===== config.mk =====
export PLATFORM = sky130hd
export DESIGN_NAME = apu_mixer_flat
export DESIGN_NICKNAME = d
export VERILOG_FILES = /design/src/rtl/apu_mixer_pkg.sv /design/src/rtl/apu_mixer_if.sv /design/src/rtl/apu_mixer_lane.sv /design/src/rtl/apu_mixer.sv /design/src/flat_wrapper.sv
export SDC_FILE = /design/constraint.sdc
export NUM_CORES = 1
export LEC_CHECK = 0
export ABC_AREA = 1
export CORE_MARGIN = 4
export CORE_UTILIZATION = 35
export DETAILED_ROUTE_END_ITERATION = 7
export MAX_ROUTING_LAYER = met4
export PLACE_DENSITY_LB_ADDON = 0.12
export SLEW_MARGIN = 20
export SYNTH_ARGS = -nofsm -noshare
export SYNTH_HDL_FRONTEND = slang
export SYNTH_SLANG_ARGS = --single-unit

===== constraint.sdc =====
create_clock -name apuv_4mhz -period 3.4 [get_ports apuv_4mhz]
set_input_delay 0.34 -clock apuv_4mhz [delete_from_list [all_inputs] [get_ports apuv_4mhz]]
set_output_delay 0.34 -clock apuv_4mhz [all_outputs]
set_load 0.02 [all_outputs]

===== src/rtl/apu_mixer_pkg.sv =====
// Shared types and helpers for the APU stereo mixer: frame phase encoding and
// the DAC code-to-signed conversion.
package apu_mixer_pkg;

    typedef enum logic [2:0] {
        PH_LATCH = 3'd0,
        PH_CH1   = 3'd1,
        PH_CH2   = 3'd2,
        PH_CH3   = 3'd3,
        PH_CH4   = 3'd4,
        PH_VIN   = 3'd5,
        PH_SCALE = 3'd6,
        PH_OUT   = 3'd7
    } mix_phase_t;

    // Unsigned 4-bit DAC code to a symmetric signed level (-15..+15); unpowered DAC gives 0.
    function automatic logic signed [5:0] dac_signed(input logic [3:0] code, input logic en);
        logic signed [5:0] s;
        if (en) begin
            s = $signed({1'b0, code, 1'b0}) - 6'sd15;
        end else begin
            s = 6'sd0;
        end
        return s;
    endfunction

endpackage


===== src/rtl/apu_mixer_if.sv =====
// Signal bundle between the sound-control/channel side and the mixer:
// channel codes, routing, volumes in; stereo sample pair, strobe and phase out.
interface apu_mixer_if #(
    parameter int CODE_W = 4,
    parameter int OUT_W  = 11
);
    logic [CODE_W-1:0]       ch1_out;
    logic [CODE_W-1:0]       ch2_out;
    logic [CODE_W-1:0]       ch3_out;
    logic [CODE_W-1:0]       ch4_out;
    logic [3:0]              ch_dac_en;
    logic [CODE_W-1:0]       vin;
    logic                    vin_l_ena;
    logic                    vin_r_ena;
    logic [3:0]              lmixer;
    logic [3:0]              rmixer;
    logic [2:0]              nlvolume;
    logic [2:0]              nrvolume;
    logic signed [OUT_W-1:0] sample_l;
    logic signed [OUT_W-1:0] sample_r;
    logic                    sample_valid;
    logic [2:0]              mix_phase;

    modport master (
        output ch1_out, ch2_out, ch3_out, ch4_out, ch_dac_en, vin,
        output vin_l_ena, vin_r_ena, lmixer, rmixer, nlvolume, nrvolume,
        input  sample_l, sample_r, sample_valid, mix_phase
    );

    modport slave (
        input  ch1_out, ch2_out, ch3_out, ch4_out, ch_dac_en, vin,
        input  vin_l_ena, vin_r_ena, lmixer, rmixer, nlvolume, nrvolume,
        output sample_l, sample_r, sample_valid, mix_phase
    );

endinterface


===== src/rtl/apu_mixer_lane.sv =====
// One stereo side of the mixer: pan-gated accumulation of the per-phase source,
// master-volume scaling and the held output sample.
module apu_mixer_lane
    import apu_mixer_pkg::*;
#(
    parameter int OUT_W = 11
) (
    input  logic                    clk,
    input  logic                    rst_n,
    input  logic                    active,
    input  mix_phase_t              phase,
    input  logic signed [5:0]       src,
    input  logic                    pan,
    input  logic [2:0]              nvol,
    output logic signed [OUT_W-1:0] sample
);

    logic signed [7:0]       acc_r;
    logic signed [OUT_W-1:0] prod_r;
    logic signed [OUT_W-1:0] sample_r;
    logic [3:0]              mult_u_s;
    logic signed [OUT_W-1:0] acc_ext_s;
    logic signed [OUT_W-1:0] mult_s;
    logic signed [OUT_W-1:0] scaled_s;

    // Volume multiplier (inverted code + 1, range 1..8) and exact signed product.
    always_comb begin
        mult_u_s  = {1'b0, ~nvol} + 4'd1;
        acc_ext_s = {{(OUT_W-8){acc_r[7]}}, acc_r};
        mult_s    = {{(OUT_W-4){1'b0}}, mult_u_s};
        scaled_s  = acc_ext_s * mult_s;
    end

    // Per-phase accumulate / scale / present sequence.
    always_ff @(posedge clk or negedge rst_n) begin
        if (!rst_n) begin
            acc_r    <= 8'sd0;
            prod_r   <= {OUT_W{1'b0}};
            sample_r <= {OUT_W{1'b0}};
        end else if (active) begin
            case (phase)
                PH_LATCH: acc_r <= 8'sd0;
                PH_CH1, PH_CH2, PH_CH3, PH_CH4, PH_VIN: begin
                    if (pan) begin
                        acc_r <= acc_r + {{2{src[5]}}, src};
                    end else begin
                        acc_r <= acc_r;
                    end
                end
                PH_SCALE: prod_r   <= scaled_s;
                PH_OUT:   sample_r <= prod_r;
                default:  acc_r    <= acc_r;
            endcase
        end else begin
            acc_r <= acc_r;
        end
    end

    assign sample = sample_r;

endmodule


===== src/rtl/apu_mixer.sv =====
// Time-multiplexed stereo mixer: snapshots channel/VIN codes and NR50/NR51 state
// once per sample period and drives two lanes that produce the L/R sample pair.
module apu_mixer
    import apu_mixer_pkg::*;
#(
    parameter int SAMPLE_DIV = 8,
    parameter int CODE_W     = 4,
    parameter int OUT_W      = 11
) (
    input  logic       apuv_4mhz,
    input  logic       napu_reset,
    apu_mixer_if.slave bus
);

    localparam int CNT_W = (SAMPLE_DIV > 8) ? $clog2(SAMPLE_DIV) : 3;

    logic [CNT_W-1:0]  cnt_r;
    logic [CNT_W-1:0]  cnt_nx_s;
    logic              active_nx_s;
    mix_phase_t        phase_nx_s;
    mix_phase_t        phase_r;
    logic              active_r;
    logic              valid_r;

    logic [CODE_W-1:0] ch_snap_r [4];
    logic [CODE_W-1:0] vin_snap_r;
    logic [3:0]        en_snap_r;
    logic [3:0]        lmix_snap_r;
    logic [3:0]        rmix_snap_r;
    logic              vin_l_snap_r;
    logic              vin_r_snap_r;
    logic [2:0]        nlvol_snap_r;
    logic [2:0]        nrvol_snap_r;

    logic signed [5:0] src_s;
    logic              pan_l_s;
    logic              pan_r_s;

    // Next phase; counts past 7 are idle and report PH_OUT on the debug port.
    always_comb begin
        if (cnt_r == CNT_W'(SAMPLE_DIV - 1)) begin
            cnt_nx_s = {CNT_W{1'b0}};
        end else begin
            cnt_nx_s = cnt_r + {{(CNT_W-1){1'b0}}, 1'b1};
        end
        active_nx_s = ((cnt_nx_s >> 3) == {CNT_W{1'b0}});
        if (active_nx_s) begin
            phase_nx_s = mix_phase_t'(cnt_nx_s[2:0]);
        end else begin
            phase_nx_s = PH_OUT;
        end
    end

    // Phase sequencer and output strobe.
    always_ff @(posedge apuv_4mhz or negedge napu_reset) begin
        if (!napu_reset) begin
            cnt_r    <= {CNT_W{1'b0}};
            phase_r  <= PH_LATCH;
            active_r <= 1'b1;
            valid_r  <= 1'b0;
        end else begin
            cnt_r    <= cnt_nx_s;
            phase_r  <= phase_nx_s;
            active_r <= active_nx_s;
            valid_r  <= active_r && (phase_r == PH_OUT);
        end
    end

    // Frame snapshot: the rest of the frame sees only these copies.
    always_ff @(posedge apuv_4mhz or negedge napu_reset) begin
        if (!napu_reset) begin
            for (int i = 0; i < 4; i++) begin
                ch_snap_r[i] <= {CODE_W{1'b0}};
            end
            vin_snap_r   <= {CODE_W{1'b0}};
            en_snap_r    <= 4'd0;
            lmix_snap_r  <= 4'd0;
            rmix_snap_r  <= 4'd0;
            vin_l_snap_r <= 1'b0;
            vin_r_snap_r <= 1'b0;
            nlvol_snap_r <= 3'd0;
            nrvol_snap_r <= 3'd0;
        end else if (active_r && (phase_r == PH_LATCH)) begin
            ch_snap_r[0] <= bus.ch1_out;
            ch_snap_r[1] <= bus.ch2_out;
            ch_snap_r[2] <= bus.ch3_out;
            ch_snap_r[3] <= bus.ch4_out;
            vin_snap_r   <= bus.vin;
            en_snap_r    <= bus.ch_dac_en;
            lmix_snap_r  <= bus.lmixer;
            rmix_snap_r  <= bus.rmixer;
            vin_l_snap_r <= bus.vin_l_ena;
            vin_r_snap_r <= bus.vin_r_ena;
            nlvol_snap_r <= bus.nlvolume;
            nrvol_snap_r <= bus.nrvolume;
        end else begin
            vin_snap_r <= vin_snap_r;
        end
    end

    // Source selection for the current accumulate phase.
    always_comb begin
        src_s   = 6'sd0;
        pan_l_s = 1'b0;
        pan_r_s = 1'b0;
        case (phase_r)
            PH_CH1: begin
                src_s   = dac_signed(4'(ch_snap_r[0]), en_snap_r[0]);
                pan_l_s = lmix_snap_r[0];
                pan_r_s = rmix_snap_r[0];
            end
            PH_CH2: begin
                src_s   = dac_signed(4'(ch_snap_r[1]), en_snap_r[1]);
                pan_l_s = lmix_snap_r[1];
                pan_r_s = rmix_snap_r[1];
            end
            PH_CH3: begin
                src_s   = dac_signed(4'(ch_snap_r[2]), en_snap_r[2]);
                pan_l_s = lmix_snap_r[2];
                pan_r_s = rmix_snap_r[2];
            end
            PH_CH4: begin
                src_s   = dac_signed(4'(ch_snap_r[3]), en_snap_r[3]);
                pan_l_s = lmix_snap_r[3];
                pan_r_s = rmix_snap_r[3];
            end
            PH_VIN: begin
                src_s   = dac_signed(4'(vin_snap_r), 1'b1);
                pan_l_s = vin_l_snap_r;
                pan_r_s = vin_r_snap_r;
            end
            default: begin
                src_s   = 6'sd0;
                pan_l_s = 1'b0;
                pan_r_s = 1'b0;
            end
        endcase
    end

    apu_mixer_lane #(.OUT_W(OUT_W)) u_lane_l (
        .clk    (apuv_4mhz),
        .rst_n  (napu_reset),
        .active (active_r),
        .phase  (phase_r),
        .src    (src_s),
        .pan    (pan_l_s),
        .nvol   (nlvol_snap_r),
        .sample (bus.sample_l)
    );

    apu_mixer_lane #(.OUT_W(OUT_W)) u_lane_r (
        .clk    (apuv_4mhz),
        .rst_n  (napu_reset),
        .active (active_r),
        .phase  (phase_r),
        .src    (src_s),
        .pan    (pan_r_s),
        .nvol   (nrvol_snap_r),
        .sample (bus.sample_r)
    );

    assign bus.sample_valid = valid_r;
    assign bus.mix_phase    = phase_r;

endmodule


===== src/flat_wrapper.sv =====
// flat-port wrapper written by rule: the top's interface ports become plain ports
module apu_mixer_flat import apu_mixer_pkg::*;
#(
    parameter int SAMPLE_DIV = 8,
    parameter int CODE_W     = 4,
    parameter int OUT_W      = 11
)
  (apuv_4mhz, napu_reset, bus_ch1_out, bus_ch2_out, bus_ch3_out, bus_ch4_out, bus_ch_dac_en, bus_vin, bus_vin_l_ena, bus_vin_r_ena, bus_lmixer, bus_rmixer, bus_nlvolume, bus_nrvolume, bus_sample_l, bus_sample_r, bus_sample_valid, bus_mix_phase);
  apu_mixer_if #(.CODE_W(CODE_W), .OUT_W(OUT_W)) bus_i ();
  input  logic apuv_4mhz;
  input  logic napu_reset;
  input wire logic [$bits(bus_i.ch1_out)-1:0] bus_ch1_out;
  input wire logic [$bits(bus_i.ch2_out)-1:0] bus_ch2_out;
  input wire logic [$bits(bus_i.ch3_out)-1:0] bus_ch3_out;
  input wire logic [$bits(bus_i.ch4_out)-1:0] bus_ch4_out;
  input wire logic [$bits(bus_i.ch_dac_en)-1:0] bus_ch_dac_en;
  input wire logic [$bits(bus_i.vin)-1:0] bus_vin;
  input wire logic [$bits(bus_i.vin_l_ena)-1:0] bus_vin_l_ena;
  input wire logic [$bits(bus_i.vin_r_ena)-1:0] bus_vin_r_ena;
  input wire logic [$bits(bus_i.lmixer)-1:0] bus_lmixer;
  input wire logic [$bits(bus_i.rmixer)-1:0] bus_rmixer;
  input wire logic [$bits(bus_i.nlvolume)-1:0] bus_nlvolume;
  input wire logic [$bits(bus_i.nrvolume)-1:0] bus_nrvolume;
  output wire logic [$bits(bus_i.sample_l)-1:0] bus_sample_l;
  output wire logic [$bits(bus_i.sample_r)-1:0] bus_sample_r;
  output wire logic [$bits(bus_i.sample_valid)-1:0] bus_sample_valid;
  output wire logic [$bits(bus_i.mix_phase)-1:0] bus_mix_phase;
  assign bus_i.ch1_out = bus_ch1_out;
  assign bus_i.ch2_out = bus_ch2_out;
  assign bus_i.ch3_out = bus_ch3_out;
  assign bus_i.ch4_out = bus_ch4_out;
  assign bus_i.ch_dac_en = bus_ch_dac_en;
  assign bus_i.vin = bus_vin;
  assign bus_i.vin_l_ena = bus_vin_l_ena;
  assign bus_i.vin_r_ena = bus_vin_r_ena;
  assign bus_i.lmixer = bus_lmixer;
  assign bus_i.rmixer = bus_rmixer;
  assign bus_i.nlvolume = bus_nlvolume;
  assign bus_i.nrvolume = bus_nrvolume;
  assign bus_sample_l = bus_i.sample_l;
  assign bus_sample_r = bus_i.sample_r;
  assign bus_sample_valid = bus_i.sample_valid;
  assign bus_mix_phase = bus_i.mix_phase;
  apu_mixer #(.SAMPLE_DIV(SAMPLE_DIV), .CODE_W(CODE_W), .OUT_W(OUT_W)) u_core (.apuv_4mhz(apuv_4mhz), .napu_reset(napu_reset), .bus(bus_i));
endmodule

== Yosys cells after proc, flatten, opt, wreduce, memory -nomap -nowiden ==
Index checks and enable logic that the tools add are counted.

* Bits in registers: 104
* Bits in latches: 0
* RAM bits: 0
* Memory bits (read-only): 0
* Bits of input ports: 42
* Logic and storage cells: 60
* Memories kept: 0

* Add/sub/neg operators: 10
* Multipliers: 2
* Divide/modulo/power cells: 0
* Order comparisons: 0
* Equality and inequality tests: 9
* Shifts and indexed selects: 0
* Multiplexer cells: 12
* Bitwise logic cells: 2
* Reductions and logical operators: 5

{| class="wikitable"
|+ Operators by type and width
! operator !! number
|-
| $pmux 8 s2 || 2
|-
| $pmux 6 s5 || 1
|-
| $sub 5x4->6 const B || 5
|-
| $mux 6 || 4
|-
| $mul 8x5->11 || 2
|-
| $add 8x8->8 || 2
|-
| $mux 8 || 2
|-
| $eq 3x3->1 const B || 4
|-
| $pmux 1 s5 || 2
|-
| $add 3x1->4 const B || 2
|-
| $eq 3x2->1 const B || 2
|-
| $not 3->3 || 2
|-
| $reduce_or 5->1 || 1
|-
| $ne 2x1->1 const B || 2
|-
| $reduce_and 2->1 || 2
|-
| $add 3x1->3 const B || 1
|-
| $eq 3x1->1 const B || 1
|-
| $logic_not 3->1 || 1
|-
| $mux 3 || 1
|-
| $reduce_bool 2->1 || 1
|}

== Depth between registers and ports, before layout ==
Gate-level depths: netlist (run 1).

* Depth after elaboration: 6
* Mapped depth: 21
* Depth with buffers taken out: 20

== Hierarchy ==
From an unflattened synthesis (run 1), not the netlist that was laid out.

* Cell total of the unflattened synthesis: 870
* Area total of the unflattened synthesis: 7,497.2 um^2

{| class="wikitable"
|+ By module, submodules not included
! module !! times used !! cells an instance !! area each (um^2) !! seq. area each (um^2)
|-
| apu_mixer_lane at u_core.u_lane_r || 1 || 334 || 2,643.8 || 750.7
|-
| apu_mixer_lane at u_core.u_lane_l || 1 || 327 || 2,615.0 || 750.7
|-
| apu_mixer || 1 || 209 || 2,238.4 || 1,101.1
|}

== Least setup slack after synthesis (run 1) ==
OpenSTA, ideal clock, no wires.

* Kind: reg2reg
* From: reg u_core.nrvol_snap_r[0]
* To: reg u_core.u_lane_r.prod_r[8]
* Data arrival time: 3.564 ns
* Data required time: 3.283 ns
* Path slack: -0.282 ns
* Cell stages (with the launch flop): 22
* Path buffers: 1
* Period minus slack after synthesis: 3.682 ns
* Cell sequence: dfrtp_1 buf_2 inv_1 ha_1 inv_1 nand2_1 nand2_1 nor2_1 ha_1 fa_1 inv_1 fa_1 inv_1 ha_1 nand3_1 nand2_1 nand2_1 nand2_1 a21oi_1 or2_2 nand3_1 nand2_1

* Longest elaborated chain between the ends: 3

{| class="wikitable"
|+ Ends and longest elaborated chain
! what !! RTL line !! source
|-
| from (decl) || apu_mixer.sv:33 || <nowiki>logic [2:0] nrvol_snap_r;</nowiki>
|-
| from (signal assigned) || apu_mixer.sv:95 || <nowiki>nrvol_snap_r <= bus.nrvolume;</nowiki>
|-
| $not 3->3 || apu_mixer_lane.sv:28 || <nowiki>mult_u_s = {1'b0, ~nvol} + 4'd1;</nowiki>
|-
| $add 3x1->4 || apu_mixer_lane.sv:28 ||
|-
| $mul 8x5->11 || apu_mixer_lane.sv:31 || <nowiki>scaled_s = acc_ext_s * mult_s;</nowiki>
|-
| to (signal assigned) || apu_mixer_lane.sv:38 || <nowiki>prod_r <= {OUT_W{1'b0}};</nowiki>
|-
| to (signal assigned) || apu_mixer_lane.sv:50 || <nowiki>PH_SCALE: prod_r <= scaled_s;</nowiki>
|-
| to (decl) || apu_mixer_lane.sv:19 || <nowiki>logic signed [OUT_W-1:0] prod_r;</nowiki>
|}

Every way passes these cells.
A chain may end at the register's enable or synchronous reset.

== Worst setup path after layout (run 1) ==
* From: reg u_core.nlvol_snap_r[1]
* To: reg u_core.u_lane_l.prod_r[10]

* Longest elaborated chain between the ends: 3

{| class="wikitable"
|+ Ends and longest elaborated chain
! what !! RTL line !! source
|-
| from (decl) || apu_mixer.sv:32 || <nowiki>logic [2:0] nlvol_snap_r;</nowiki>
|-
| from (signal assigned) || apu_mixer.sv:94 || <nowiki>nlvol_snap_r <= bus.nlvolume;</nowiki>
|-
| $not 3->3 || apu_mixer_lane.sv:28 ||
|-
| $add 3x1->4 || apu_mixer_lane.sv:28 ||
|-
| $mul 8x5->11 || apu_mixer_lane.sv:31 ||
|-
| to (signal assigned) || apu_mixer_lane.sv:38 ||
|-
| to (signal assigned) || apu_mixer_lane.sv:50 ||
|-
| to (decl) || apu_mixer_lane.sv:19 ||
|}

Every way passes these cells.

==> key figures, run 1 <==
Worst setup path
  • CP bufs+invs: 5
  • Worst setup SP type: flop
  • Crit path capture type: flop
  • Worst Path Class, Setup: flop to flop
  • CP Max Fanout: 8
  • Critical-path cell list: inv_2 > ha_4 > nand2_4 > nand2_8 > nor2_4 > ha_4 > inv_2 > fa_1 > inv_2 > fa_2 > ha_4 > a21oi_2 > nand2_2 > buf_6 > nand4_1 > nand3_1 > inv_1 > nand2_1 > nand3_2 > nand2_1
  • Slowest cell on the critical path: fa_2
  • CP peak stage delay: 0.54 ns
  • CP Data Arrival Time: 3.58 ns
  • Cell family with most CP delay: adder cells
  • Req. time, crit path: 3.64 ns

STA
  • Slew HR: 0.497
  • Final Hold Viols: 9
  • Fin Clk Skew: 0.00557 ns
  • Final Max Tran Viols: 0
  • Max Freq: 300 MHz
  • Setup violations, final: 0
  • Hold slack: -0.0186 ns
  • Tcrit/Tclk final: 0.981
  • RSZ-0062 raised after global routing: yes
  • Setup TNS: 0 ns
  • Post-layout min period: 3.34 ns
  • Worst-Margin Slew: 0.744 ns

Placed design
  • PortBufs: 67
  • DP HPWL: 12.3 mm
  • Inst Count DP: 1,256
  • Area post-placement: 8450 um^2
  • Routability cong.: 0.827

Synthesis
  • Synth warn: 0
  • Gate Count Post-Synth: 901
  • Cell area after synthesis: 7120 um^2
  • Cell taking the most area after synthesis: dfrtp_1
  • Avg Cell Area, Syn: 7.90 um^2
  • Post-synth top area share: 0.365
  • #FFs+latches synth: 104
  • Seq/Total Area, Yosys: 0.365
  • Ranking of synthesized cells by area: dfrtp_1 37%, nand2_1 14%, ha_1 11%
  • Syn Nets: 1,033
  • Netlist cell types: 36

Detailed routing
  • Met1 wire length: 8.16 mm
  • DRC: 0
  • Met3 WL: 486 um
  • Via/cell ratio: 4.52
  • Final ANT Viol Nets: 0
  • WL/cell: 12.7 um
  • WL final: 16.3 mm
  • Max Used Layer: met4
  • Routed vias: 5,824
  • Met2 Routed Length: 7.46 mm
  • Drt first pass iters: 4
  • Iter 0 DRT Violations: 196

Clock tree
  • Bufs on Longest Clock Path: 2
  • Clk Latency, worst-skew pair: 0.35 ns
  • Hold buffers post-CTS: 0
  • CTS Root Cell: clkbuf_16
  • CTS HTree Levels: 3
  • CTS tree: yes
  • Sink Count: 104
  • Cts bufs inserted: 9
  • Worst-path clk slew: 0.07 ns

Min path
  • Worst min-delay path category: primary input to async pin

Cells and area
  • Ant. Diodes: 0
  • Share of layout cells above drive strength 1: 0.224
  • Post-route cell area: 9430 um^2
  • Fin cells: 1,289
  • Area Growth Syn to Fin: 32.5%
  • Final net count: 1,151
  • Final core occ: 0.478

Floorplanning
  • Row cnt: 51
  • IO Pins: 68
  • Initial Utilization: 0.361
  • Die area: 22,700 um^2
  • Chip width: 151 um
  • Die H: 151 um
  • Core area: 19,700 um^2

Global routing
  • Vias in the first global route: 5,689
  • Total grt overflow: 0
  • Pin count of the biggest net entering global routing: 64
  • Initial antenna violation count: 0
  • First-pass GRT wire length: 27.3 mm
  • All-Layer GR Usage: 0.153

Power and ir drop
  • Pwr Total: 3720 uW
  • PD cells: 394 nW/um^2
  • Pleak: 0.00468 uW
  • Max VDD drop: 0.205 mV

Status
  • Status: finished with violations
  • Failing checks: negative hold slack

Flow run
  • Max cap viols: 0
power breakdown:
| group | internal, uW | leakage [uW] | switching, uW | total (uW) |
|---|---|---|---|---|
| clock network | 815 | 0.000176 | 471 | 1290 |
| logic | 424 | 0.00324 | 385 | 809 |
| registers | 1500 | 0.00127 | 129 | 1620 |
| total | 2740 | 0.00468 | 985 | 3720 |
state kept, by name (all words and copies together), names as in the netlist:
name / flops
u_core.en_snap_r: 4
u_core.u_lane_r.sample: 11
u_core.bus.sample_valid: 1
u_core.u_lane_l.acc_r: 8
u_core.u_lane_r.acc_r: 8
u_core.vin_snap_r: 4
u_core.rmix_snap_r: 4
u_core.vin_l_snap_r: 1
u_core.u_lane_l.prod_r: 11
u_core.lmix_snap_r: 4
u_core.cnt_r: 3
u_core.ch_snap_r: 16
u_core.nlvol_snap_r: 3
u_core.vin_r_snap_r: 1
u_core.u_lane_r.prod_r: 11
u_core.u_lane_l.sample: 11
u_core.nrvol_snap_r: 3
worst register-to-register path, cell delays in order (launching register included):
cell and delay [ns]:
dfrtp_1 0.39, inv_2 0.09, ha_4 0.16, nand2_4 0.07, nand2_8 0.12, nor2_4 0.05
ha_4 0.26, inv_2 0.03, fa_1 0.51, inv_2 0.04, fa_2 0.54, ha_4 0.22
a21oi_2 0.14, nand2_2 0.08, buf_6 0.12, nand4_1 0.06, nand3_1 0.10, inv_1 0.06
nand2_1 0.05, nand3_2 0.06, nand2_1 0.06
synth_stat cells:
cell / n
nand2_1: 273
inv_1: 154
dfrtp_1: 104
nor2_1: 64
ha_1: 60
nand3_1: 42
o21ai_0: 36
a21oi_1: 31
fa_1: 30
mux2_2: 21
clkbuf_1: 12
o21ai_1: 10
buf_2: 8
inv_2: 5
nand2_2: 5
or2_2: 5
xnor2_1: 5
nor3_1: 4
o22ai_1: 4
a32oi_1: 3
a41oi_1: 3
nand2_4: 3
nand4_1: 3
nor2_2: 2
o211ai_1: 2
o31ai_1: 2
a2111oi_0: 1
a21oi_2: 1
buf_6: 1
clkinv_2: 1
nand3_2: 1
nand3b_1: 1
o21ai_2: 1
o21bai_1: 1
o22ai_2: 1
xor2_1: 1
layer usage:
layer,vias to the layer above,GRT usage
li1,3046,-
met1,2677,0.213
met2,83,0.237
met3,18,0.0205
met4,0,0.0422
met5,-,-
final cells by class:
cell class / count / area (um^2)
repair buffers: 128 / 1170
well taps: 265 / 332
clock buffers: 11 / 243
multi-input cells: 616 / 4350
clock inverters: 5 / 128
fillers: 1967 / 10300
flip-flops and latches: 104 / 2600
inverters: 160 / 607
logic make-up (layout without fill, tap and decap cells):
group	after synthesis	count (layout)	share of synthesized area
AND/OR/NAND/NOR	403	403	0.230
buffers and inverters	181	304	0.0980
flip-flops	104	104	0.365
AO/OA/AOI/OAI	96	96	0.0757
adder cells (fa/ha/maj)	90	90	0.190
multiplexers	21	21	0.0332
XOR/XNOR	6	6	0.00738
worst paths after layout:
path	start	to	slack [ns]	cells after the start
max in group asynchronous	napu_reset	u_core.cnt_r[1]	2.64	2
min reg2reg	u_core.u_lane_r.prod_r[5]	u_core.u_lane_r.prod_r[5]	0.48	2
min	napu_reset	u_core.u_lane_r.sample[10]	-0.02	1
max reg2reg	u_core.nlvol_snap_r[1]	u_core.u_lane_l.prod_r[10]	0.06	20
min in group apuv_4mhz	u_core.u_lane_r.prod_r[5]	u_core.u_lane_r.prod_r[5]	0.48	2
max	u_core.nlvol_snap_r[1]	u_core.u_lane_l.prod_r[10]	0.06	20
cell usage in the layout, fill, tap and decap left out, types with 27 or more instances in the layout:
cell             count
buf_4               52
clkdlybuf4s50_1     66
dfrtp_1            103
fa_1                27
ha_1                38
inv_1              132
nand2_1            252
nand3_1             33
nor2_1              48
o21ai_0             31
repair_timing:
item / CTS / global route
gates cloned: 0 / 0
pin swaps: 13 / 74
setup endpoints to repair: 8 / 13
resized for setup: 27 / 103
buffers inserted: 9 / 8
stage by stage:
stage	hold slack [ns]	worst slack [ns]
3_5_place_dp	0.383	-0.0825
4_1_cts	0.00509	0.00120
5_1_grt	0.0186	-0.0976
6_report	-0.0186	0.0635
3_3_place_gp	0.380	-0.0599
2_1_floorplan	0.0444	0.0000806
Power figures use the tool's default switching activity.
==> run 2: changes to the inputs <==
Settings changed: SETUP_SLACK_MARGIN set to 0.05.
==> key figures, run 2 (synthesized netlist as in run 1, its figures left out) <==
Status
  • Status: completed

Clock tree
  • Worst-path clk slew: 0.07 ns (about the same)
  • Clk Latency, worst-skew pair: 0.35 ns (about the same)
  • CTS HTree Levels: 3 (unchanged)
  • Cts bufs inserted: 9 (unchanged)
  • Hold buffers post-CTS: 0 (unchanged)
  • CTS tree: yes
  • Bufs on Longest Clock Path: 2 (unchanged)
  • Sink Count: 104 (unchanged)
  • CTS Root Cell: clkbuf_16

STA
  • Final Max Tran Viols: 0 (unchanged)
  • Final Hold Viols: 0 (-9)
  • Fin Clk Skew: 0.00701 ns (+0.00145 ns)
  • Worst-Margin Slew: 0.715 ns (-0.0293 ns)
  • Slew HR: 0.524 (+0.0261)
  • PnR worst setup slack: 0.0506 ns (-0.0130 ns)
  • Max Freq: 299 MHz (-0.39%)
  • Tcrit/Tclk final: 0.985 (+0.00382)
  • Post-layout min period: 3.35 ns (+0.0130 ns)
  • Setup violations, final: 0 (unchanged)
  • RSZ-0062 raised after global routing: yes

Placed design
  • Pre-CTS WS: -0.0994 ns (-0.0169 ns)
  • Area post-placement: 8510 um^2 (+0.74%)
  • DP HPWL: 12.2 mm (-0.80%)
  • PortBufs: 67 (unchanged)
  • Routability cong.: 0.824 (-0.37%)
  • Inst Count DP: 1,258 (+0.16%)

Global routing
  • All-Layer GR Usage: 0.159 (+0.00546)
  • Initial antenna violation count: 1 (+1)
  • Total grt overflow: 0 (unchanged)
  • Pin count of the biggest net entering global routing: 55 (-14%)
  • Vias in the first global route: 5,873 (+3.2%)
  • First-pass GRT wire length: 28.4 mm (+4.0%)

Cells and area
  • Area Growth Syn to Fin: 32.1%
  • Most frequent cells in the layout: 253 x nand2_1, 130 x inv_1, 104 x dfrtp_1
  • Share of layout cells above drive strength 1: 0.228 (+0.00483)
  • Max reg flops: 16 (unchanged)
  • Most common cell after layout, fill and taps aside: nand2_1
  • Final net count: 1,160 (+0.78%)
  • Fin cells: 1,298 (+0.70%)
  • Largest reg by FF count: u_core.ch_snap_r
  • Post-route cell area: 9400 um^2 (-0.32%)
  • Ant. Diodes: 0 (unchanged)

Worst setup path
  • CP Data Arrival Time: 3.60 ns (+0.02 ns)
  • Crit. Startpoint: u_core.nlvol_snap_r[0]
  • Worst Path Class, Setup: flop to flop
  • Worst R2R Start: u_core.nlvol_snap_r[0]
  • Levels on crit path: 20 (unchanged)
  • Worst flop-to-flop path endpoint: u_core.u_lane_l.prod_r[7]
  • Req. time, crit path: 3.65 ns (about the same)
  • Setup slack, reg-to-reg: 0.05 ns (about the same)
  • Top cell by count, worst path: nand2_2
  • Cell family with most CP delay: adder cells
  • CP Max Fanout: 4 (-4)
  • CP bufs+invs: 4 (-1)
  • CP peak stage delay: 0.53 ns (about the same)
  • Crit path capture type: flop
  • Slowest cell on the critical path: fa_1
  • Worst setup path endpoint: u_core.u_lane_l.prod_r[7]
  • Worst setup SP type: flop
  • Critical-path cell list: inv_6 > ha_4 > inv_4 > nand2_4 > nand2_4 > nor2_1 > ha_1 > inv_2 > fa_1 > fa_1 > inv_2 > ha_4 > nand3_2 > nand2_2 > nand2_2 > nand2_2 > a21oi_2 > or2_4 > nand3_2 > nand2_1
  • Cells on worst reg2reg path: 20 (unchanged)

Flow run
  • Max cap viols: 0 (unchanged)

Floorplanning
  • Chip width: 151 um (unchanged)
  • Die area: 22,700 um^2 (unchanged)
  • Initial Utilization: 0.361 (unchanged)
  • Core area: 19,700 um^2 (unchanged)
  • Die H: 151 um (unchanged)
  • IO Pins: 68 (unchanged)
  • Row cnt: 51 (unchanged)

Detailed routing
  • WL/cell: 12.6 um (-0.89%)
  • Max Used Layer: met4
  • Drt first pass iters: 4 (unchanged)
  • Via/cell ratio: 4.49 (-0.54%)
  • Final ANT Viol Nets: 0 (unchanged)
  • Met2 Routed Length: 7.23 mm (-3.1%)
  • Met3 WL: 501 um (+3.1%)
  • WL final: 16.3 mm (-0.20%)
  • Routed vias: 5,833 (+0.15%)
  • DRC: 0 (unchanged)
  • Iter 0 DRT Violations: 266 (+36%)
  • Met1 wire length: 8.28 mm (+1.4%)

Power and ir drop
  • Pwr Total: 3460 uW (-7.1%)
  • Pleak: 0.00473 uW (+1.0%)
  • PD cells: 368 nW/um^2 (-6.8%)
  • Max VDD drop: 0.225 mV (+9.7%)

Min path
  • Worst min-delay path category: primary input to async pin
==> run 2: repair_timing <==
| item | CTS | global route |
|---|---|---|
| resized for setup | 37 | 80 |
| setup buffers | 18 | 5 |
| pin swaps | 44 | 80 |
| endpoints found under the setup margin | 8 | 14 |
| cloned | 1 | 0 |
==> run 2: routing by layer <==
metal  vias to the layer above  GRT usage
met5                         -          -
met4                         0     0.0503
met3                        19     0.0220
met2                        86      0.237
met1                      2663      0.225
li1                       3065          -
==> run 2: per-stage QoR <==
stage           util  TNS, ns  hold WS, ns
4_1_cts        0.461        0       0.0598
6_report       0.477        0       0.0299
3_5_place_dp   0.432   -0.337        0.451
5_1_grt        0.477   -0.691       0.0954
2_1_floorplan      -        0       0.0444
3_3_place_gp   0.432   -0.185        0.447
==> run 2: cell type report <==
type                            count  area [um^2]
Sequential cell                   104         2600
Clock inverter                      5         38.8
Timing Repair Buffer              136         1230
Multi-Input combinational cell    617         4350
Fill cell                        1969        10300
Inverter                          160          612
Clock buffer                       11          243
Tap cell                          265          332
==> run 2: worst min-delay path by stage <==
stage / start / end / slack, ns
after floorplan: napu_reset / u_core.bus.sample_valid / 0.04
after global placement: napu_reset / u_core.u_lane_r.sample[6] / 0.45
after detailed placement: napu_reset / u_core.u_lane_r.sample[9] / 0.45
after CTS: napu_reset / u_core.u_lane_r.sample[9] / 0.06
after global routing: napu_reset / u_core.u_lane_r.prod_r[6] / 0.1
final: napu_reset / u_core.u_lane_r.sample[9] / 0.03
==> run 2: power by group <==
part / switching [uW] / leakage [uW] / internal [uW]
sequential: 136 / 0.00127 / 1500
clock: 492 / 0.000137 / 524
combinational: 385 / 0.00332 / 425
